$ cat src/rtl/multicycle_control_if.sv
// multicycle_control_if: instruction fetch, data-memory handshake and datapath strobes of multicycle_control
interface multicycle_control_if #(
   parameter int OPCODE_W = 8,
   parameter int ALUOP_W = 8,
   parameter int CNT_W = 16
);
   logic instr_valid, mem_ready, err_clr;
   logic [OPCODE_W-1:0] opcode;
   logic fetch_req, regDst, branch, memRead, memToReg, memWrite, aluSrc, regWrite;
   logic [ALUOP_W-1:0] aluOp;
   logic illegal, mem_err;
   logic [CNT_W-1:0] retired;
   modport master (
      output instr_valid, opcode, mem_ready, err_clr,
      input fetch_req, regDst, branch, memRead, memToReg, memWrite, aluSrc, regWrite, aluOp, illegal, mem_err, retired
   );
   modport slave (
      input instr_valid, opcode, mem_ready, err_clr,
      output fetch_req, regDst, branch, memRead, memToReg, memWrite, aluSrc, regWrite, aluOp, illegal, mem_err, retired
   );
endinterface

$ cat src/rtl/multicycle_control.sv
// multicycle_control: FETCH/DECODE/EXEC/MEM/WB control sequencer with registered strobes, error flags and retire counter
module multicycle_control #(
   parameter int OPCODE_W = 8,
   parameter int ALUOP_W = 8,
   parameter int CNT_W = 16,
   parameter int MEM_TIMEOUT = 16
) (
   input logic clk,
   input logic rst_n,
   multicycle_control_if.slave bus
);
   localparam int TW = MEM_TIMEOUT > 1 ? $clog2(MEM_TIMEOUT) : 1;
   localparam logic [OPCODE_W-1:0] OP_NOP = '0;
   localparam logic [OPCODE_W-1:0] OP_ADD = OPCODE_W'(8'h01);
   localparam logic [OPCODE_W-1:0] OP_SUB = OPCODE_W'(8'h02);
   localparam logic [OPCODE_W-1:0] OP_AND = OPCODE_W'(8'h03);
   localparam logic [OPCODE_W-1:0] OP_OR = OPCODE_W'(8'h04);
   localparam logic [OPCODE_W-1:0] OP_LD = OPCODE_W'(8'h10);
   localparam logic [OPCODE_W-1:0] OP_ST = OPCODE_W'(8'h11);
   localparam logic [OPCODE_W-1:0] OP_BEQ = OPCODE_W'(8'h20);
   localparam logic [OPCODE_W-1:0] OP_ADDI = OPCODE_W'(8'h30);
   typedef enum logic [2:0] {FETCH, DECODE, EXEC, MEM, WB} state_t;
   typedef struct packed {
      logic fetch_req, reg_dst, branch, mem_read, mem_to_reg, mem_write, alu_src, reg_write;
      logic [ALUOP_W-1:0] alu_op;
   } strb_t;
   state_t state_q, state_d;
   logic [OPCODE_W-1:0] op_q, op_d;
   logic [TW-1:0] mcnt_q, mcnt_d;
   logic [CNT_W-1:0] ret_q;
   logic ill_q, merr_q, ill_set, merr_set, retire;
   logic r, ld, st, ai, bq, nop;
   strb_t strb_q;
   function automatic logic [5:0] cls(input logic [OPCODE_W-1:0] o);
      return {o inside {OP_ADD, OP_SUB, OP_AND, OP_OR}, o == OP_LD, o == OP_ST, o == OP_ADDI, o == OP_BEQ, o == OP_NOP};
   endfunction
   function automatic strb_t decode(input state_t s, input logic [OPCODE_W-1:0] o);
      logic dr, dl, ds, da, db, dn, act;
      strb_t t;
      {dr, dl, ds, da, db, dn} = cls(o);
      act = s == EXEC || s == MEM || s == WB;
      t.fetch_req = s == FETCH;
      t.reg_dst = dr && (s == EXEC || s == WB);
      t.branch = db && s == EXEC;
      t.mem_read = dl && s == MEM;
      t.mem_to_reg = dl && (s == MEM || s == WB);
      t.mem_write = ds && s == MEM;
      t.alu_src = (dl || ds || da) && act;
      t.reg_write = s == WB;
      t.alu_op = !act ? '0 : dr ? ALUOP_W'(o[2:0]) : db ? ALUOP_W'(2) : (dl || ds || da) ? ALUOP_W'(1) : '0;
      return t;
   endfunction
   always_comb begin
      {r, ld, st, ai, bq, nop} = cls(op_q);
      state_d = state_q;
      op_d = op_q;
      mcnt_d = mcnt_q;
      ill_set = 1'b0;
      merr_set = 1'b0;
      retire = 1'b0;
      unique case (state_q)
         FETCH: begin
            // an instruction is only accepted once fetch_req is visible, i.e. not on the first edge after reset
            op_d = bus.instr_valid && strb_q.fetch_req ? bus.opcode : op_q;
            state_d = bus.instr_valid && strb_q.fetch_req ? DECODE : FETCH;
         end
         DECODE: begin
            ill_set = !(r || ld || st || ai || bq || nop);
            state_d = ill_set ? FETCH : EXEC;
         end
         EXEC: begin
            retire = nop || bq;
            mcnt_d = '0;
            state_d = retire ? FETCH : (ld || st) ? MEM : WB;
         end
         MEM: begin
            merr_set = !bus.mem_ready && MEM_TIMEOUT != 0 && mcnt_q == TW'(MEM_TIMEOUT - 1);
            retire = bus.mem_ready && st;
            mcnt_d = mcnt_q + 1'b1;
            state_d = bus.mem_ready ? (ld ? WB : FETCH) : merr_set ? FETCH : MEM;
         end
         WB: begin
            retire = 1'b1;
            state_d = FETCH;
         end
         default: state_d = FETCH;
      endcase
   end
   always_ff @(posedge clk or negedge rst_n) begin
      if (!rst_n) begin
         state_q <= FETCH;
         op_q <= '0;
         mcnt_q <= '0;
         ret_q <= '0;
         ill_q <= 1'b0;
         merr_q <= 1'b0;
         strb_q <= '0;
      end else begin
         state_q <= state_d;
         op_q <= op_d;
         mcnt_q <= mcnt_d;
         ret_q <= ret_q + CNT_W'(retire);
         ill_q <= ill_set || (ill_q && !bus.err_clr);
         merr_q <= merr_set || (merr_q && !bus.err_clr);
         strb_q <= decode(state_d, op_d);
      end
   end
   assign bus.fetch_req = strb_q.fetch_req;
   assign bus.regDst = strb_q.reg_dst;
   assign bus.branch = strb_q.branch;
   assign bus.memRead = strb_q.mem_read;
   assign bus.memToReg = strb_q.mem_to_reg;
   assign bus.memWrite = strb_q.mem_write;
   assign bus.aluSrc = strb_q.alu_src;
   assign bus.regWrite = strb_q.reg_write;
   assign bus.aluOp = strb_q.alu_op;
   assign bus.illegal = ill_q;
   assign bus.mem_err = merr_q;
   assign bus.retired = ret_q;
endmodule

$ cat src/flat_wrapper.sv
// flat-port wrapper written by rule: the top's interface ports become plain ports
module multicycle_control_flat 
#(
   parameter int OPCODE_W = 8,
   parameter int ALUOP_W = 8,
   parameter int CNT_W = 16,
   parameter int MEM_TIMEOUT = 16
)
  (clk, rst_n, bus_instr_valid, bus_opcode, bus_mem_ready, bus_err_clr, bus_fetch_req, bus_regDst, bus_branch, bus_memRead, bus_memToReg, bus_memWrite, bus_aluSrc, bus_regWrite, bus_aluOp, bus_illegal, bus_mem_err, bus_retired);
  multicycle_control_if #(.OPCODE_W(OPCODE_W), .ALUOP_W(ALUOP_W), .CNT_W(CNT_W)) bus_i ();
  input logic clk;
  input logic rst_n;
  input wire logic [$bits(bus_i.instr_valid)-1:0] bus_instr_valid;
  input wire logic [$bits(bus_i.opcode)-1:0] bus_opcode;
  input wire logic [$bits(bus_i.mem_ready)-1:0] bus_mem_ready;
  input wire logic [$bits(bus_i.err_clr)-1:0] bus_err_clr;
  output wire logic [$bits(bus_i.fetch_req)-1:0] bus_fetch_req;
  output wire logic [$bits(bus_i.regDst)-1:0] bus_regDst;
  output wire logic [$bits(bus_i.branch)-1:0] bus_branch;
  output wire logic [$bits(bus_i.memRead)-1:0] bus_memRead;
  output wire logic [$bits(bus_i.memToReg)-1:0] bus_memToReg;
  output wire logic [$bits(bus_i.memWrite)-1:0] bus_memWrite;
  output wire logic [$bits(bus_i.aluSrc)-1:0] bus_aluSrc;
  output wire logic [$bits(bus_i.regWrite)-1:0] bus_regWrite;
  output wire logic [$bits(bus_i.aluOp)-1:0] bus_aluOp;
  output wire logic [$bits(bus_i.illegal)-1:0] bus_illegal;
  output wire logic [$bits(bus_i.mem_err)-1:0] bus_mem_err;
  output wire logic [$bits(bus_i.retired)-1:0] bus_retired;
  assign bus_i.instr_valid = bus_instr_valid;
  assign bus_i.opcode = bus_opcode;
  assign bus_i.mem_ready = bus_mem_ready;
  assign bus_i.err_clr = bus_err_clr;
  assign bus_fetch_req = bus_i.fetch_req;
  assign bus_regDst = bus_i.regDst;
  assign bus_branch = bus_i.branch;
  assign bus_memRead = bus_i.memRead;
  assign bus_memToReg = bus_i.memToReg;
  assign bus_memWrite = bus_i.memWrite;
  assign bus_aluSrc = bus_i.aluSrc;
  assign bus_regWrite = bus_i.regWrite;
  assign bus_aluOp = bus_i.aluOp;
  assign bus_illegal = bus_i.illegal;
  assign bus_mem_err = bus_i.mem_err;
  assign bus_retired = bus_i.retired;
  multicycle_control #(.OPCODE_W(OPCODE_W), .ALUOP_W(ALUOP_W), .CNT_W(CNT_W), .MEM_TIMEOUT(MEM_TIMEOUT)) u_core (.clk(clk), .rst_n(rst_n), .bus(bus_i));
endmodule
$ cat config.mk
export PLATFORM = sky130hd
export DESIGN_NAME = multicycle_control_flat
export DESIGN_NICKNAME = d
export VERILOG_FILES = /design/src/rtl/multicycle_control_if.sv /design/src/rtl/multicycle_control.sv /design/src/flat_wrapper.sv
export SDC_FILE = /design/constraint.sdc
export NUM_CORES = 1
export LEC_CHECK = 0
export CAP_MARGIN = 20
export CORE_MARGIN = 5
export CORE_UTILIZATION = 45
export DETAILED_ROUTE_END_ITERATION = 8
export MAX_ROUTING_LAYER = met4
export PLACE_DENSITY_LB_ADDON = 0.12
export SKIP_CTS_REPAIR_TIMING = 1
export SYNTH_ARGS = -nofsm -noshare
export SYNTH_HDL_FRONTEND = slang
export SYNTH_SLANG_ARGS = --single-unit
$ cat constraint.sdc
create_clock -name clk -period 2.35 [get_ports clk]
set_input_delay 0.235 -clock clk [delete_from_list [all_inputs] [get_ports clk]]
set_output_delay 0.235 -clock clk [all_outputs]
set_load 0.02 [all_outputs]
# Word-level counts from Yosys, hierarchy flattened
# Cells that the tools add are included.
# classes
n_addsub	2
n_eq_ne	24
muxes	18
reduce_logical	35
# op_table
operator	n
$mux 8	5
$eq 8x2->1 const B	4
$eq 8x5->1 const B	4
$eq 8x6->1 const B	4
$add 16x1->16	1
$eq 8x1->1 const B	2
$eq 8x3->1 const B	2
$logic_or 1x1->1	15
$eq 3x2->1 const B	4
$mux 3	4
$pmux 3 s4	1
$logic_and 1x1->1	11
$logic_not 8->1	1
$pmux 4 s2	1
$reduce_bool 4->1	2
$eq 3x3->1 const B	2
$logic_not 3->1	2
$add 4x1->4 const B	1
$eq 4x4->1 const B	1
$mux 1	4
$mux 2	2
$eq 3x1->1 const B	1
$logic_not 1->1	3
$pmux 1 s3	1
$reduce_bool 2->1	1
# word_totals
regBits	49
input_bits	13
out_inout_bits	34
elab_cells	94

# Depth between registers and ports, before layout
# Gate-level depths: netlist of run 1.
# logic_depth
word_depth	13
depth_mapped	11
depth_no_buf	10

# Worst setup path before layout of run 1
# Ideal clock, no wire load.
# synth_timing
path_type	register to register
startpoint	reg u_core.op_q[6]
endpoint	reg u_core.ret_q[14] (netlist: u_core.bus.retired[14])
setup_ns	0.080
arrival_ns	2.461
required_time_ns	2.270
path_slack_ns	-0.191
stages_incl_launch_ff	11
n_path_buf	0
synth_period_minus_slack_ns	2.541
path_cell_list	dfrtp_1 > or4_4 > nor2_1 > nand2_1 > o21ai_0 > ha_1 > ha_1 > nand3_1 > or2_2 > nor2_1 > xor2_1
# synth_between
elab_chain_len	4
word_cells_on_any_way	7
cone_classes	1 x add/sub; 2 x eq/ne; 1 x mux; 3 x reduce/logical
# synth_rtl
element	line	rtl
start: declaration	multicycle_control.sv:28	logic [OPCODE_W-1:0] op_q, op_d;
start signal: assignment	multicycle_control.sv:100	op_q <= op_d;
$eq 8x5->1 (tied with other cells)	multicycle_control.sv:35	return {o inside {OP_ADD, OP_SUB, OP_AND, OP_OR}, o == OP_LD, o == OP_ST, o == OP_ADDI, o == OP_BEQ, o == OP_N ...
$logic_and 1x1->1 or $logic_or 1x1->1 (tied branches)	multicycle_control.sv:78, multicycle_control.sv:72	
$pmux 1 s3 (*)	multicycle_control.sv:61	unique case (state_q)
$add 16x1->16 (*)	multicycle_control.sv:102	ret_q <= ret_q + CNT_W'(retire);
end signal: assignment	multicycle_control.sv:102	
end: declaration	multicycle_control.sv:30	logic [CNT_W-1:0] ret_q;
# Every way passes the cells marked *; elsewhere a longest branch is shown, timed or not.
# A chain may end at the register's enable or synchronous reset.

# Worst setup path after layout of run 1
# layout_timing
startpoint	reg u_core.op_q[6]
endpoint	reg u_core.ret_q[12] (netlist: u_core.bus.retired[12])
# The elaborated chain is that of the path after synthesis.

==> flow_metrics.env, run 1 <==
export IMPL_vias_per_cell=5.34
export IMPL_cts_buffers=5
export IMPL_cp_data_required_time_ns=2.58
export IMPL_grt_pass1_wl_mm=8.17
export IMPL_rsz0062_at_grt="yes"
export IMPL_drc_errors=0
export IMPL_vias=1740
export IMPL_antenna_found_initial=0
export IMPL_synth_edf_count=0
export IMPL_placed_cells=315
export IMPL_cts_tree="yes"
export IMPL_insertion_delay_ns=0.30
export IMPL_cp_end_kind="flop"
export IMPL_drive_above_1_share_pct=16.9
export IMPL_syn_area_per_cell_um2=9.90
export IMPL_ff2ff_setup_slack_ns=0.01
export IMPL_gp_congestion=0.891
export IMPL_die_y_um=78.9
export IMPL_pin_count=47
export IMPL_timing_critical_path_from="u_core.op_q[6]"
export IMPL_synth_seq_area_share_pct=51.5
export IMPL_die_w_um=78.9
export IMPL_reg2reg_depth=10
export IMPL_coreArea_um2=4660
export IMPL_grt_usage_pct=17.5
export IMPL_peakVddDrop_uv=503
export IMPL_finalHoldViolCount=0
export IMPL_cts_sinks=44
export IMPL_clock_skew_ns=0.00486
export IMPL_hpwl_mm=3.65
export IMPL_drv_cap=0
export IMPL_synth_ff_type="dfrtp_1"
export IMPL_synthToLayoutAreaGrowth_pct=32.8
export IMPL_drt_antenna_violating_nets=0
export IMPL_wl_per_cell_um=15.2
export IMPL_netlist_area_um2=2140
export IMPL_drt_initial_drc_count=81
export IMPL_power_leakage_nw=1.24
export IMPL_crit_type="reg -> reg"
export IMPL_layout_nets=287
export IMPL_h_tree_depth=2
export IMPL_drv_slew=0
export IMPL_grt_pass1_vias=1637
export IMPL_worstPathMaxFanout=3
export IMPL_synth_seq_cells=44
export IMPL_grt_overflow=0
export IMPL_grt_max_degree=45
export IMPL_fin_cells=326
export IMPL_root_buffer="clkbuf_8"
export IMPL_maxSlewHeadroom_pct=36.4
export IMPL_clockBufferDepth=2
export IMPL_synth_cells=216
export IMPL_total_power_mw=2.58
export IMPL_ys_async_sr_fraction_pct=100
export IMPL_r2r_start="u_core.op_q[6]"
export IMPL_yosysUniqueCellTypes=47
export IMPL_setup_worst_path_start_class="flop"
export IMPL_clkTransAtPathRegs_ns=0.08
export IMPL_rows=25
export IMPL_finalSetupViolations=0
export IMPL_fin_crit_ns=2.34
export IMPL_die_area_um2=6230
export IMPL_max_freq_mhz=428
export IMPL_arrival_ns=2.56
export IMPL_antenna_cells=0
export IMPL_wirelength_mm=4.95
export IMPL_first_pass_iters=5
export IMPL_initial_utilization_pct=45.9
export IMPL_p_per_area_nw_per_um2=910
export IMPL_num_fill_cells=406
export IMPL_fin_crit_sh_pct=99.5
export IMPL_yosysWarnings=0
export IMPL_status="completed"
export IMPL_hp_class="in -> async"
export IMPL_numPortBuffers=41
export IMPL_worstMarginPinSlew_ns=0.955
[worst max-delay path, stage by stage, from the launching register on]
cell	delay, ns
dfrtp_1	0.38
or4_4	0.55
nor2_4	0.11
nand2_2	0.06
o21ai_2	0.16
ha_2	0.24
ha_4	0.14
nand3_2	0.08
or2_4	0.30
nor2_4	0.09
xor2_1	0.15
[cell usage in the layout, fill, tap and decap left out, types with 4 or more instances in the layout]
cell / Yosys / routed
conb_1: 1 / 5
nand3_1: 9 / 8
nand2b_1: 4 / 4
clkbuf_8: 0 / 6
nand4_1: 4 / 4
clkdlybuf4s50_1: 0 / 40
buf_4: 5 / 16
xor2_1: 5 / 5
nand2_1: 39 / 38
nor3_1: 7 / 6
xnor2_1: 11 / 11
dfrtp_1: 44 / 44
nor2_1: 18 / 15
a21oi_1: 4 / 4
[final timing paths]
path	end
min in group clk	u_core.bus.retired[15]
setup reg to reg	u_core.bus.retired[12]
setup / recovery	u_core.bus.retired[12]
max in group asynchronous	u_core.bus.retired[1]
hold / removal	u_core.mcnt_q[0]
hold reg to reg	u_core.bus.retired[15]
[synth_stat cells, drive strengths merged (4+ instances only)]
cell    count  area, um2
dfrtp      44       1100
clkbuf      7       26.3
o21ai       5       25.0
xor2        5       43.8
nor3        8       45.0
nand3       9       45.0
nand2b      4       25.0
buf         6       42.5
xnor2      11       96.3
nand4       4       25.0
nor2       18       67.6
nand2      39        146
a21oi       5       36.3
[routing by layer]
metal  vias to the layer above  share of wire (%)  global-route usage [%]
met5                         -                  0                       -
met4                         0                1.7                    7.22
met3                         7                4.9                    3.29
met2                        44                 48                    25.8
met1                       839                 46                    23.8
li1                        850                  -                       -
[cell families after synthesis]
| kind of cell | Yosys count | share of synthesized area (%) |
|---|---|---|
| compound gates | 27 | 9.83 |
| xor+xnor | 16 | 6.55 |
| fa+ha+maj | 3 | 1.76 |
| buf+inv | 16 | 3.75 |
| flops | 44 | 51.5 |
| mux | 3 | 1.52 |
| other cells | 1 | 0.175 |
| simple gates | 106 | 24.9 |
[stage by stage]
stage | utilization (%) | hold WS [ns] | worst slack [ns] | area, um2 | setup TNS (ns)
finish | 60.9 | 0.0830 | 0.0110 | 2840 | 0
global placement | 57.6 | 0.438 | -0.0266 | 2690 | -0.0266
CTS | 59.6 | 0.118 | -0.102 | 2780 | -0.268
floorplan | - | -0.0606 | 0.0289 | 2180 | 0
detailed placement | 57.6 | 0.449 | -0.100 | 2690 | -0.192
global route | 60.9 | 0.163 | -0.108 | 2840 | -0.307
[registers in the layout, indices dropped and copies added (netlist names), 3 cells and up]
name                flops
u_core.bus.retired     16
u_core.mcnt_q           4
u_core.state_q          3
u_core.op_q             8
u_core.bus.aluOp        3
[cell type report]
class | count | area, um2 | area share (%)
Timing Repair Buffer | 57 | 526 | 18.5
Clock inverter | 1 | 7.51 | 0.264
Multi-Input combinational cell | 160 | 1040 | 36.7
Sequential cell | 44 | 1100 | 38.8
Tap cell | 54 | 67.6 | 2.38
Inverter | 3 | 11.3 | 0.396
Clock buffer | 7 | 86.3 | 3.04
[report_power, final]
group	internal, mW	switching [mW]
Clock	0.239	0.256
Combinational	0.465	0.593
Sequential	0.899	0.131
Power figures use the tool's default switching activity.
==> run 2: changes to the inputs <==
- GPL_ROUTABILITY_DRIVEN: unset -> 0
==> results of run 2 <==
The final DEF is identical to that of run 1; final timing and power are the same.
